$ cat src/rtl/booth.sv
// booth -- sequential radix-2 Booth multiplier for 4-bit two's complement operands.
//
// A start request loads the accumulator, multiplier, Q(-1) bit, multiplicand and
// iteration count. Each following CALC cycle does one add/subtract step on the
// accumulator and then arithmetic-shifts {A, Q, q1} right by one. When the last
// iteration finishes, the 9-bit product {A, Q, q1} is registered and ready is raised.
//
// Ports:
//   clk      in   1  rising-edge clock
//   rst      in   1  asynchronous active-low reset
//   start    in   1  level request, accepted in IDLE or DONE
//   Q        in   4  multiplier (two's complement)
//   A        in   4  initial accumulator value (two's complement)
//   M        in   4  multiplicand (two's complement)
//   Qm       in   2  bit 0 = initial Q(-1); bit 1 ignored
//   N        in   4  iteration count, 0 selects 4 iterations
//   ready    out  1  registered, high while product is valid
//   product  out  9  registered result {A_reg, Q_reg, q1}
//
// Build option:
//   BOOTH_LIVE_PRODUCT_EN  when defined, product follows {A_reg, Q_reg, q1} after
//                          every load and CALC cycle instead of only at completion.

module booth (
    input  logic       clk,
    input  logic       rst,
    input  logic       start,
    input  logic [3:0] Q,
    input  logic [3:0] A,
    input  logic [3:0] M,
    input  logic [1:0] Qm,
    input  logic [3:0] N,
    output logic       ready,
    output logic [8:0] product
);

    typedef enum logic [1:0] {
        IDLE = 2'd0,
        CALC = 2'd1,
        DONE = 2'd2
    } state_t;

    state_t     state_q, state_d;
    logic [3:0] acc_q, acc_d;
    logic [3:0] mplr_q, mplr_d;
    logic       q1_q, q1_d;
    logic [3:0] mcand_q, mcand_d;
    logic [3:0] cnt_q, cnt_d;
    logic       ready_q, ready_d;
    logic [8:0] product_q, product_d;

    logic [3:0] acc_arith;
    logic [8:0] step_val;

    // Qm[1] is reserved and deliberately has no effect.
    logic       unused_qm;
    assign unused_qm = Qm[1];

    // One Booth step: add/subtract chosen by the bit pair {Q0, Q(-1)}, then an
    // arithmetic right shift of the whole {A, Q, q1} register (A sign replicated).
    // Accumulator math wraps at 4 bits.
    always_comb begin
        acc_arith = acc_q;
        case ({mplr_q[0], q1_q})
            2'b10:   acc_arith = acc_q - mcand_q;
            2'b01:   acc_arith = acc_q + mcand_q;
            default: acc_arith = acc_q;
        endcase
        step_val = {acc_arith[3], acc_arith, mplr_q};
    end

    // Next-state logic for the control FSM and the datapath registers.
    always_comb begin
        state_d   = state_q;
        acc_d     = acc_q;
        mplr_d    = mplr_q;
        q1_d      = q1_q;
        mcand_d   = mcand_q;
        cnt_d     = cnt_q;
        ready_d   = ready_q;
        product_d = product_q;

        case (state_q)
            IDLE, DONE: begin
                if (start) begin
                    acc_d   = A;
                    mplr_d  = Q;
                    q1_d    = Qm[0];
                    mcand_d = M;
                    cnt_d   = (N == 4'd0) ? 4'd4 : N;
                    ready_d = 1'b0;
                    state_d = CALC;
`ifdef BOOTH_LIVE_PRODUCT_EN
                    product_d = {A, Q, Qm[0]};
`endif
                end
            end
            CALC: begin
                acc_d  = step_val[8:5];
                mplr_d = step_val[4:1];
                q1_d   = step_val[0];
                cnt_d  = cnt_q - 4'd1;
`ifdef BOOTH_LIVE_PRODUCT_EN
                product_d = step_val;
`endif
                // cnt of 1 here means this step is the final iteration.
                if (cnt_q == 4'd1) begin
                    product_d = step_val;
                    ready_d   = 1'b1;
                    state_d   = DONE;
                end
            end
            default: begin
                state_d = IDLE;
            end
        endcase
    end

    // Reset clears everything so an aborted run leaves no partial product behind.
    always_ff @(posedge clk or negedge rst) begin
        if (!rst) begin
            state_q   <= IDLE;
            acc_q     <= 4'd0;
            mplr_q    <= 4'd0;
            q1_q      <= 1'b0;
            mcand_q   <= 4'd0;
            cnt_q     <= 4'd0;
            ready_q   <= 1'b0;
            product_q <= 9'd0;
        end else begin
            state_q   <= state_d;
            acc_q     <= acc_d;
            mplr_q    <= mplr_d;
            q1_q      <= q1_d;
            mcand_q   <= mcand_d;
            cnt_q     <= cnt_d;
            ready_q   <= ready_d;
            product_q <= product_d;
        end
    end

    assign ready   = ready_q;
    assign product = product_q;

endmodule

$ cat config.mk
export PLATFORM = sky130hd
export DESIGN_NAME = booth
export DESIGN_NICKNAME = d
export VERILOG_FILES = /design/src/rtl/booth.sv
export SDC_FILE = /design/constraint.sdc
export NUM_CORES = 1
export LEC_CHECK = 0
export ABC_AREA = 1
export CORE_ASPECT_RATIO = 2
export CORE_UTILIZATION = 41
export DETAILED_ROUTE_END_ITERATION = 10
export GPL_TIMING_DRIVEN = 0
export HOLD_SLACK_MARGIN = 0.1
export MAX_ROUTING_LAYER = met4
export PLACE_DENSITY = 0.66
export SETUP_SLACK_MARGIN = 0.1
export SLEW_MARGIN = 20
export SYNTH_ARGS = -nofsm -noshare
export SYNTH_HDL_FRONTEND = slang
export SYNTH_SLANG_ARGS = --single-unit
$ cat constraint.sdc
create_clock -name clk -period 2.6 [get_ports clk]
set_clock_uncertainty 0.15 [all_clocks]
set_input_delay 0.26 -clock clk [delete_from_list [all_inputs] [get_ports clk]]
set_output_delay 0.26 -clock clk [all_outputs]
set_load 0.05 [all_outputs]
==> impl_metrics.json <==
{
  "outcome": "finished clean",
  "areaGrowthSynthToFinish_pct": 27.99,
  "cp_cell_sequence": "inv_1, ha_1, inv_1, o21ai_0, inv_1, fa_1, xor2_1, o21ai_0, nand2_1, o211ai_1",
  "cts_tree": "built",
  "io_buffer_count": 29,
  "yosysTopAreaCell": "dfrtp_1",
  "ys_types": 30,
  "wl_per_cell_um": 12.27,
  "synth_ff_type": "dfrtp_1",
  "avgSynthCellArea_um2": 8.431,
  "dp.final_hpwl_mm": 2.482,
  "setup_viol_count_final": 0,
  "dr_total_vias": 1236,
  "path_common_cell": "inv_1",
  "critPathLaunchType": "register",
  "synth_enable_flop_cells": 0,
  "async_flop_share_pct": 100.0,
  "syn-cell-area_mm2": 0.001484,
  "cts-buffers-inserted": 3,
  "dieHeight_um": 87.08,
  "synth.most_common_cell": "nand2_1",
  "end_kind": "register",
  "critPathMaxFanout": 3,
  "multi_input_area_um2": 654.4,
  "fillers": 329,
  "ys_seq_area_share_pct": 47.22,
  "design.core.area_mm2": 0.003416,
  "drv_cap": 0,
  "fin_tns_setup_ns": 0,
  "crit_type": "reg -> reg",
  "hold_violations": 0,
  "path_clk_slew_ns": 0.09,
  "gp_congestion": 0.7905,
  "overflow": 0,
  "ir_worst_vdd_mv": 0.7409,
  "leakage_uw": 0.0009339,
  "first_pass_iters": 5,
  "crit_arrival_ns": 2.36,
  "antenna_left": 0,
  "dieWidth_um": 44.54,
  "grt_max_degree": 29,
  "slowest_stage": "fa_1",
  "htree_levels": 1,
  "design.portCount": 31,
  "pre_cts_slack_ns": 0.2908,
  "rows": 30,
  "min_period_over_period_pct": 88.90,
  "clk_latency_ns": 0.28,
  "ys_ff_latch": 28,
  "syn_nets": 205,
  "cts_setup_buffers": 0,
  "rsz0062_at_grt": "false",
  "cts-root-buf": "clkbuf_8",
  "initial_core_util_pct": 43.44,
  "power_density_mw_per_mm2": 1377,
  "tightest_slew_ns": 0.6453,
  "synth_commonest_cells": "53 x nand2_1, 28 x dfrtp_1, 22 x inv_1",
  "clock_sinks": 28,
  "fmax_mhz": 432.6,
  "hold_ws_ns": 0.3290,
  "fin_nets": 240,
  "slew_violations": 0,
  "finalCriticalPeriod_ns": 2.311,
  "synth.area.top_cells": "dfrtp_1 47%, nand2_1 13%, ha_1 5.9%",
  "grt_pass1_wl_mm": 5.444,
  "viasPerCell": 4.791,
  "die_area_mm2": 0.003879,
  "synth_top_area_share_pct": 47.22,
  "synth_cells": 176,
  "drc": 0,
  "hold_path_class": "reg -> reg",
  "slew_headroom_pct": 56.98,
  "grt_pass1_vias": 1262,
  "final_cells": 258,
  "worstPathRequired_ns": 2.65,
  "drt-initial-drc-count": 14,
  "yosysWarnings": 0,
  "routed_wl_mm": 3.166,
  "grt_usage_pct": 19.52,
  "regArea_um2": 700.7,
  "drive_gt1_share_pct": 11.43,
  "place_inst": 253,
  "max_stage_delay_ns": 0.41,
  "worst_slack_ns": 0.2886,
  "diodes": 0,
  "clockBufferDepth": 2,
  "antenna_found_initial": 0
}
==> power by group <==
part / total [µW] / internal [µW] / switching (µW)
Combinational: 1580 / 583 / 1000
Sequential: 755 / 645 / 110
Clock: 276 / 136 / 140
Total: 2620 / 1360 / 1250
==> repair_timing <==
item                       CTS  global route
setup endpoints to repair    0             3
hold endpoints to repair    28             0
resized for setup            0             2
hold buffers                 1             0
==> cells by family (layout without fill, tap and decap cells) <==
family | count (synthesis) | after routing | share of synthesized area [%]
fa+ha+maj | 8 | 8 | 7.251
simple gates | 75 | 75 | 21.33
buf+inv | 32 | 66 | 9.022
compound gates | 30 | 30 | 13.41
flops | 28 | 28 | 47.22
xor+xnor | 3 | 3 | 1.771
==> sequential cells by signal, summed over array words and instances (netlist names) <==
register,flops
mplr_q,4
q1_q,1
mcand_q,4
ready,1
state_q,2
product,8
cnt_q,4
acc_q,4
==> routing by layer <==
metal | GRT usage (%) | share of wire, % | vias up
met5 | - | 0 | -
met4 | 7.438 | 1.7 | 0
met3 | 2.075 | 2.3 | 5
met2 | 34.63 | 54 | 21
met1 | 21.53 | 42 | 581
li1 | - | - | 629
==> cell type report <==
type | instances | share of cell area [%]
clock buffer | 4 | 2.899
inverter | 28 | 5.534
tap | 48 | 3.162
sequential | 28 | 36.89
buffer | 4 | 1.515
multi-input combinational | 116 | 34.45
timing repair buffer | 30 | 15.55
==> worst paths after layout <==
kind | startpoint | endpoint | slack, ns | cells after the start
setup / recovery | mcand_q[0] | acc_q[1] | 0.29 | 10
max in group asynchronous | rst | mcand_q[0] | 1.50 | 2
hold / removal | product[4] | product[4] | 0.33 | 2
min in group asynchronous | rst | mcand_q[2] | 0.38 | 2
setup reg to reg | mcand_q[0] | acc_q[1] | 0.29 | 10
hold reg to reg | product[4] | product[4] | 0.33 | 2
==> per-stage QoR <==
stage	instance area, µm²	utilization, %	total power (µW)
final	1899	55.60	2616
after global placement	1834	53.70	2302
after detailed placement	1829	53.55	2345
after global routing	1899	55.60	2862
after floorplan	1484	-	1925
after CTS	1894	55.46	2623
==> critical path: cells and delay by family (launching register included) <==
family | cells | cell delay [ns]
DFF | 1 | 0.38
and+or+nand+nor | 1 | 0.09
AOI/OAI and AO/OA | 3 | 0.53
buffers and inverters | 3 | 0.23
adders and majority gates | 2 | 0.69
xor gates and xnor gates | 1 | 0.15
==> placed cells by master, fill, tap and decap left out, types with 2 or more instances in the layout <==
cell type        netlist  layout
nand2_1               53      53
dfrtp_1               28      28
clkdlybuf4s50_1        0      28
inv_1                 22      22
nor2_1                11      10
o21ai_0                8       8
nand3_1                6       6
ha_1                   7       6
inv_2                  5       5
o21ai_1                4       4
o21ai_2                4       4
clkbuf_8               0       4
xor2_1                 3       3
buf_2                  2       3
a221oi_1               3       3
nor2_4                 2       2
a21oi_1                2       2
o211ai_1               2       2
No activity file was read; power rests on OpenSTA's default activity.
